`src/rtl/clk_div_bank_pkg.sv`:
```
// Shared constants and helpers for the clock-divider bank.
package clk_div_bank_pkg;

  // Smallest divisor a channel can run at; programmed 0 and 1 are raised to this.
  localparam int unsigned MIN_DIV = 2;

  // Width of a channel-select field for n channels (never narrower than 1 bit).
  function automatic int unsigned ch_w(input int unsigned n);
    return (n > 1) ? $clog2(n) : 1;
  endfunction

  // Raise illegal divisors (0, 1) to MIN_DIV; legal values pass unchanged.
  function automatic logic [31:0] clamp_div(input logic [31:0] d);
    return (d < 32'(MIN_DIV)) ? 32'(MIN_DIV) : d;
  endfunction

endpackage

```
`src/rtl/clk_div_chan.sv`:
```
// One integer divider channel: counter, active/pending divisor, registered waveform + tick.
// Ports:
//   clk, reset          clock, async active-high reset
//   en                  run enable; low forces counter/outputs to zero
//   load, load_div      accept a new divisor (ignored while one is already pending)
//   clk_out, tick       registered divided waveform and 1-cycle rise strobe
//   clk_out_c           next-state of clk_out, for the bank's registered AND
//   cfg_ready           high when no divisor update is pending
module clk_div_chan
  import clk_div_bank_pkg::*;
#(
  parameter int unsigned CNT_W       = 16,
  parameter int unsigned DEFAULT_DIV = 2
) (
  input  logic             clk,
  input  logic             reset,
  input  logic             en,
  input  logic             load,
  input  logic [CNT_W-1:0] load_div,
  output logic             clk_out,
  output logic             tick,
  output logic             clk_out_c,
  output logic             cfg_ready
);

  logic [CNT_W-1:0] cnt;
  logic [CNT_W-1:0] div;
  logic [CNT_W-1:0] pend_div;
  logic             pending;

  logic [CNT_W-1:0] cnt_nxt;
  logic [CNT_W-1:0] half;
  logic [CNT_W-1:0] clamped;
  logic             wrap;
  logic             apply;
  logic             accept;

  // Next counter value, wrap detection and waveform next-state.
  always_comb begin
    half      = (div >> 1) + CNT_W'(div[0]);
    wrap      = (cnt == (div - CNT_W'(1)));
    // A pending divisor lands at the period boundary, or at once when idle.
    apply     = pending & (~en | wrap);
    accept    = load & ~pending;
    cnt_nxt   = (en & ~wrap) ? (cnt + CNT_W'(1)) : '0;
    clk_out_c = en & (cnt_nxt < half);
    clamped   = CNT_W'(clamp_div(32'(load_div)));
    cfg_ready = ~pending;
  end

  // Channel state; an accept on a wrap edge only sets pending, so it waits a full period.
  always_ff @(posedge clk or posedge reset) begin
    if (reset) begin
      cnt      <= '0;
      div      <= CNT_W'(DEFAULT_DIV);
      pend_div <= CNT_W'(DEFAULT_DIV);
      pending  <= 1'b0;
      clk_out  <= 1'b0;
      tick     <= 1'b0;
    end else begin
      cnt     <= cnt_nxt;
      clk_out <= clk_out_c;
      tick    <= en & wrap;
      if (apply) begin
        div     <= pend_div;
        pending <= 1'b0;
      end else if (accept) begin
        pend_div <= clamped;
        pending  <= 1'b1;
      end
    end
  end

endmodule

```
`src/rtl/clk_div_bank.sv`:
```
// Bank of NUM_CH independent integer clock dividers with a shared divisor-update port
// and a registered masked AND of the divided waveforms.
// Ports:
//   clk, reset                  clock, async active-high reset
//   en[NUM_CH]                  per-channel run enable
//   cfg_valid/cfg_ready         divisor update handshake (cfg_ready combinational on cfg_ch)
//   cfg_ch, cfg_div             target channel and new divisor
//   and_mask[NUM_CH]            channels contributing to Y
//   clk_out[NUM_CH], tick       registered waveforms and rise strobes
//   Y                           registered AND of masked clk_out, 0 when mask is empty
module clk_div_bank
  import clk_div_bank_pkg::*;
#(
  parameter int unsigned  NUM_CH      = 4,
  parameter int unsigned  CNT_W       = 16,
  parameter int unsigned  DEFAULT_DIV = 2,
  localparam int unsigned CH_W        = ch_w(NUM_CH)
) (
  input  logic              clk,
  input  logic              reset,
  input  logic [NUM_CH-1:0] en,
  input  logic              cfg_valid,
  output logic              cfg_ready,
  input  logic [CH_W-1:0]   cfg_ch,
  input  logic [CNT_W-1:0]  cfg_div,
  input  logic [NUM_CH-1:0] and_mask,
  output logic [NUM_CH-1:0] clk_out,
  output logic [NUM_CH-1:0] tick,
  output logic              Y
);

  logic [NUM_CH-1:0] chan_ready;
  logic [NUM_CH-1:0] chan_load;
  logic [NUM_CH-1:0] clk_out_c;
  logic              y_nxt;

  // Channel decode; out-of-range cfg_ch matches nothing and reports ready.
  always_comb begin
    cfg_ready = 1'b1;
    chan_load = '0;
    for (int i = 0; i < int'(NUM_CH); i++) begin
      if (cfg_ch == CH_W'(i)) begin
        cfg_ready    = chan_ready[i];
        chan_load[i] = cfg_valid & chan_ready[i];
      end
    end
  end

  for (genvar g = 0; g < int'(NUM_CH); g++) begin : g_ch
    clk_div_chan #(
      .CNT_W       (CNT_W),
      .DEFAULT_DIV (DEFAULT_DIV)
    ) u_chan (
      .clk       (clk),
      .reset     (reset),
      .en        (en[g]),
      .load      (chan_load[g]),
      .load_div  (cfg_div),
      .clk_out   (clk_out[g]),
      .tick      (tick[g]),
      .clk_out_c (clk_out_c[g]),
      .cfg_ready (chan_ready[g])
    );
  end

  // Built from clk_out next-state so Y lines up with clk_out on the same edge.
  always_comb begin
    y_nxt = (|and_mask) & (&(clk_out_c | ~and_mask));
  end

  always_ff @(posedge clk or posedge reset) begin
    if (reset) begin
      Y <= 1'b0;
    end else begin
      Y <= y_nxt;
    end
  end

endmodule

```
`config.mk`:
```
export PLATFORM = sky130hd
export DESIGN_NAME = clk_div_bank
export DESIGN_NICKNAME = d
export VERILOG_FILES = /design/src/rtl/clk_div_bank_pkg.sv /design/src/rtl/clk_div_chan.sv /design/src/rtl/clk_div_bank.sv
export SDC_FILE = /design/constraint.sdc
export NUM_CORES = 1
export LEC_CHECK = 0
export BUFFER_PORTS_ARGS = -buffer_cell sky130_fd_sc_hd__buf_4
export CAP_MARGIN = 10
export CORE_MARGIN = 2
export CORE_UTILIZATION = 40
export DETAILED_ROUTE_END_ITERATION = 16
export PLACE_DENSITY = 0.65
export SLEW_MARGIN = 20
export SYNTH_ARGS = -nofsm -noshare
export SYNTH_HDL_FRONTEND = slang
export SYNTH_SLANG_ARGS = --single-unit
export TNS_END_PERCENT = 20
```
`constraint.sdc`:
```
create_clock -name clk -period 6.6 [get_ports clk]
set_input_delay 0.33 -clock clk [delete_from_list [all_inputs] [get_ports clk]]
set_output_delay 0.33 -clock clk [all_outputs]
set_load 0.02 [all_outputs]
```
# After elaboration in Yosys (flattened, before gate mapping)
# Cells that the tools add are included.
[op_classes] n_addsub=12 muxes=21 order_cmp=5 bitwise=47 n_eq_ne=7 n_reduce_logical=11
[op_table] operator="16-bit two-way mux" n=5
[op_table] operator="15-bit by 1-bit adder with 16-bit output" n=4
[op_table] operator="16-bit by 1-bit adder with 16-bit output, second input constant" n=4
[op_table] operator="16-bit equality test" n=4
[op_table] operator="16-bit less-than comparator" n=4
[op_table] operator="16-bit by 1-bit subtractor with 16-bit output, second input constant" n=4
[op_table] operator="1-bit AND" n=25
[op_table] operator="16-bit by 2-bit less-than comparator with 1-bit output, second input constant" n=1
[op_table] operator="1-bit two-way mux" n=16
[op_table] operator="1-bit NOT" n=16
[op_table] operator="2-bit AND reduction" n=4
[op_table] operator="2-bit nonzero test" n=4
[op_table] operator="2-bit equality test, second input constant" n=2
[op_table] operator="4-bit NOT" n=1
[op_table] operator="1-bit bitwise OR" n=4
[op_table] operator="4-bit bitwise OR" n=1
[op_table] operator="4-bit AND reduction" n=1
[op_table] operator="4-bit OR reduction" n=1
[op_table] operator="2-bit by 1-bit equality test with 1-bit output, second input constant" n=1
[op_table] operator="2-bit logical NOT" n=1
[word_totals] reg_bits=205 out_inout_bits=10 in_bits=29

# Longest topological paths before layout
[depth] ltp_word=10 mapped_depth=20 mapped_depth_nobuf=18

# Cells and area by module
# A second synthesis with hierarchy kept.
[unflattened] cells_unflattened=1519 hier_area_um2=14288.7
[by_module_without_submodules] mod="clk_div_chan" instances=4 cells_per_inst=376 area_each_um2=3538.4
[by_module_without_submodules] mod="clk_div_bank" instances=1 cells_per_inst=15 area_each_um2=135.1

# Worst setup path after synthesis
# No wires, ideal clock.
[synth_timing] path_type="register to register" from="register g_ch[3].u_chan.div[0]" to="register Y" slack_ps=2110 setup_ps=122 required_time_ps=6478 n_path_buf=1 stages_incl_launch_ff=19 arrival_ps=4368 cell_sequence="dfrtp_1 inv_1 ha_1 or4b_2 nor2_1 xnor2_1 and4_1 nand4_1 o31ai_4 clkbuf_1 nor2_1 ha_1 o21ai_0 a221o_1 a211o_1 or3_1 a41oi_1 o31ai_1 o2111a_1"
[synth_between] elab_chain_len=10
[synth_lines] item="start: declaration" line_no="clk_div_chan.sv:27" rtl="logic [CNT_W-1:0] div;"
[synth_lines] item="start signal: assignment" line_no="clk_div_chan.sv:55" rtl="div <= CNT_W'(DEFAULT_DIV);"
[synth_lines] item="start signal: assignment" line_no="clk_div_chan.sv:65" rtl="div <= pend_div;"
[synth_lines] item="16-bit by 1-bit subtractor with 16-bit output" line_no="clk_div_chan.sv:41" rtl="wrap = (cnt == (div - CNT_W'(1)));"
[synth_lines] item="16-bit equality test" line_no="clk_div_chan.sv:41"
[synth_lines] item="1-bit NOT" line_no="clk_div_chan.sv:45" rtl="cnt_nxt = (en & ~wrap) ? (cnt + CNT_W'(1)) : '0;"
[synth_lines] item="1-bit AND" line_no="clk_div_chan.sv:45"
[synth_lines] item="16-bit two-way mux" line_no="clk_div_chan.sv:45"
[synth_lines] item="net g_ch[3].u_chan.cnt_nxt[2]" line_no="clk_div_chan.sv:31" rtl="logic [CNT_W-1:0] cnt_nxt;"
[synth_lines] item="16-bit less-than comparator" line_no="clk_div_chan.sv:46" rtl="clk_out_c = en & (cnt_nxt < half);"
[synth_lines] item="1-bit AND" line_no="clk_div_chan.sv:46"
[synth_lines] item="4-bit bitwise OR" line_no="clk_div_bank.sv:68" rtl="y_nxt = (|and_mask) & (&(clk_out_c | ~and_mask));"
[synth_lines] item="4-bit AND reduction" line_no="clk_div_bank.sv:68"
[synth_lines] item="1-bit AND" line_no="clk_div_bank.sv:68"
[synth_lines] item="net y_nxt" line_no="clk_div_bank.sv:35" rtl="logic y_nxt;"
[synth_lines] item="end signal: assignment" line_no="clk_div_bank.sv:75" rtl="Y <= y_nxt;"
[synth_lines] item="end: declaration" line_no="clk_div_bank.sv:29" rtl="output logic Y"
# The timed path passes the listed nets, and every way through them passes these cells.
# A chain may end at the register's enable or synchronous reset.

# Worst setup path in the final report
# Ends and elaborated chain as after synthesis.

==> summary.md <==
| Metric | Value |
|---|---|
| Outcome | complete, but fails checks |
| Failing checks | hold timing |
| Clock latency on the worst-skew pair | 0.53 ns |
| # Post-CTS Setup Buffers | 0 |
| Final setup TNS | 0 ns |
| Largest area contributor in the netlist | dfrtp_1 |
| Post-synth EDFFs | 0 |
| Arr. time, crit path | 5.70 ns |
| Psw | slightly below 0.002 W |
| Yosys synthesis warning count | 0 |
| Multi-input gate area | between 7000 and 8000 um^2 |
| Final Wtd Congestion | 0.9000 |
| Count leader, synth | dfrtp_1 |
| Worst Hold Class | primary input to async pin |
| Static leakage | 6.258 nW |
| Drt initial violations | between 500 and 600 |
| Final ANT Viol Nets | 0 |
| CTS resizes | 0 |
| Slew Viols, Final | 0 |
| Hold slack final | -0.1044 ns |
| RSZ-0062 raised after global routing | false |
| H-tree Lvls | 1 |
| # nets final | between 1000 and 1500 |
| Synthesized area | roughly 13000 um^2 |
| Gr ovfl total | 0 |
| Top-area cell type share of the netlist area | 37.39% |
| Top cells by area in the synthesized netlist | dfrtp_1, mux2_2, ha_1 |
| Clock-pin slew on the worst setup and hold paths | about 0.06 ns |
| DR WL/cell | between 15 and 20 um |
| Die H | ~190 um |
| Final Cycle Share | around four fifths |
| DP HPWL | approximately 23 mm |
| Clock Sinks | roughly 210 |
| Kind of end point of the critical path | flip-flop |
| Synth cell count leaders | dfrtp_1, nor2_1, xor2_1, nand3_1 |
| Period minus WS final | around 5.3 ns |
| Filler cells | a little over 3000 |
| # port buffers | 38 |
| DR DRC count | 0 |
| Hold Fails Final Rpt | 63 |
| # diodes | 0 |
| Dominant synthesized flop cell | dfrtp_1 |
| Pwr dens | approximately 350 nW/um^2 |
| Peak VDD IR | approximately 230 uV |
| Worst clock skew | ~0.011 ns |
| Root Driver | clkbuf_16 |
| Core area | about 33000 um^2 |
| Internal power | between 0.003 and 0.004 W |
| Syn Inst Count | ~1300 |
| Syn Area/Cell | about 10 um^2 |
| Post-synthesis sequential area ratio | between 30% and 40% |
| Die W | ~190 um |
| Synth Net Count | ~1400 |
| Vias | approximately 9500 |
| Fraction of layout cells with a size suffix above 1 | roughly 16% |
| Setup-failing EPs final | 0 |
| All-Layer GR Usage | approximately 18% |
| Final WL | around 30 mm |
| Initial Utilization | 40.52% |
| Critical path launch point type | flip-flop |
| Reg power frac | between 40% and 50% |
| Yosys reg bits | a little over 200 |
| Max_cap viols | 0 |
| # hold bufs at CTS | 0 |
| IO Pins | 39 |
| Vias in the first global route | around 9400 |
| Crit-path max FO | 18 |
| Critical Path RT | 7.01 ns |
| Ys async rst share | between 90% and 100% |
| Reg area | between 5000 and 6000 um^2 |
| Die footprint | between 30000 and 40000 um^2 |
| Rows | between 60 and 70 |
| Initial antenna violation count | 0 |
| Vias/cell | approximately 5.4 |
| CP Class | flip-flop to flip-flop |
| CTS tree | done |
| Fmax | about 0.19 GHz |
| Clock share of power | 26.0% |
| Pin count of the biggest net entering global routing | 148 |
| Synth-to-layout area growth | 10.50% |
| Worst rel slew slack | a little over two fifths |
| First-pass DRT Iterations | 5 |
| Cell variety after synth | roughly 80 |
| Combinational Power Share | roughly a third |
| Worst Tran Pin Value | between 0.8 and 0.9 ns |
| Sw frac | between 30 and 40% |
| Clk buf depth | 3 |
| First-pass GRT wire length | between 40 and 50 mm |
| Clock buffer count from CTS | 24 |
cells by family (layout without fill, tap and decap cells):
logic type | after synthesis | in the layout | share of synthesized area (%)
simple gates | 466 | 466 | 18.40
flops | 205 | 205 | 38.98
xor+xnor | 192 | 192 | 12.75
compound gates | 139 | 139 | 7.763
mux | 127 | 127 | 11.03
buf+inv | 113 | 127 | 3.862
fa+ha+maj | 76 | 76 | 7.212
metrics by stage:
stage | utilization, % | instances | worst slack [ns] | instance area, um^2 | total power, W
6_report | 44.78 | 1774 | 1.308 | 14570 | 0.005163
5_1_grt | 44.78 | 1774 | 0.9842 | 14570 | 0.005526
4_1_cts | 44.76 | 1774 | 1.388 | 14560 | 0.005194
3_5_place_dp | 42.26 | 1730 | 1.394 | 13750 | 0.003821
3_3_place_gp | 42.20 | 1729 | 1.302 | 13730 | 0.003768
2_1_floorplan | - | 1318 | 0.6875 | 13190 | 0.003414
worst paths after layout:
check / start / endpoint / slack (ns) / cells past startpoint
setup / recovery: g_ch[3].u_chan.div[0]$_DFFE_PP0P_ / Y$_DFF_PP0_ / 1.31 / 16
hold / removal: reset / g_ch[0].u_chan.clk_out$_DFF_PP0_ / -0.10 / 2
setup reg to reg: g_ch[3].u_chan.div[0]$_DFFE_PP0P_ / Y$_DFF_PP0_ / 1.31 / 16
hold reg to reg: g_ch[3].u_chan.pend_div[3]$_DFFE_PP0P_ / g_ch[3].u_chan.div[3]$_DFFE_PP0P_ / 0.48 / 1
max in group asynchronous: reset / g_ch[1].u_chan.cnt[10]$_DFF_PP0_ / 5.47 / 3
min in group clk: en[0] / g_ch[0].u_chan.tick$_DFF_PP0_ / 0.09 / 3
area by class of cell:
cell class | count | area share (%)
multi-input combinational | 1000 | 51.98
sequential | 205 | 35.28
clock buffer | 34 | 4.801
tap | 442 | 3.796
timing repair buffer | 42 | 2.216
inverter | 41 | 1.142
clock inverter | 10 | 0.7815
power by group through the flow:
stage	Sequential (W)	Combinational, W	Clock, W
floorplan	0.00174	0.00167	0
global placement	0.00207	0.00169	0
detailed placement	0.00209	0.00173	0
CTS	0.00207	0.00174	0.00138
global route	0.00214	0.00195	0.00143
finish	0.00208	0.00174	0.00134
layout by cell type, fill, tap and decap left out, types with 9 or more instances in the layout:
| cell type | netlist | layout |
|---|---|---|
| nor2b_1 | 16 | 16 |
| mux2_4 | 9 | 9 |
| inv_1 | 41 | 40 |
| o21ai_0 | 33 | 33 |
| and3_1 | 33 | 33 |
| nor3_1 | 28 | 27 |
| nand2_1 | 72 | 72 |
| buf_4 | 8 | 41 |
| xnor2_1 | 86 | 86 |
| mux2_2 | 86 | 86 |
| clkbuf_16 | 0 | 25 |
| a21oi_1 | 19 | 19 |
| mux2_1 | 24 | 24 |
| a21o_1 | 14 | 14 |
| ha_1 | 76 | 76 |
| nor4_1 | 13 | 13 |
| nand4_1 | 23 | 23 |
| dfrtp_1 | 197 | 197 |
| nor2_1 | 126 | 126 |
| nand3_1 | 91 | 91 |
| xor2_1 | 106 | 106 |
sequential cells by signal (all words and copies together), names as in the netlist:
signal,flops
g_ch.u_chan.div,64
g_ch.u_chan.pend_div,64
g_ch.u_chan.cnt,64
g_ch.u_chan.clk_out,4
g_ch.u_chan.tick,4
g_ch.u_chan.pending,4
Y,1
critical path, cell delays in order (launching register included):
cell,delay [ns]
dfrtp_1,0.46
inv_1,0.09
ha_1,0.24
nor4b_2,0.69
nand4_1,0.19
a32o_1,0.29
or2_1,0.26
o31ai_4,0.78
nor2_1,0.19
ha_1,0.36
nand4_1,0.10
a221o_1,0.30
a211o_1,0.27
or3_1,0.31
a41oi_1,0.31
o31ai_1,0.15
o2111a_1,0.17
layer usage:
| metal | part of all wire, % | vias to the layer above | GRT usage (%) | wire length (um) |
|---|---|---|---|---|
| li1 | - | 4645 | - | - |
| met1 | 47 | 4631 | 25.08 | 14400 |
| met2 | 46 | 184 | 29.93 | 14060 |
| met3 | 4.2 | 39 | 2.133 | 1287 |
| met4 | 2.2 | 0 | 4.472 | 679 |
| met5 | 0 | - | 0 | 0 |
No activity file was read; power rests on OpenSTA's default activity.
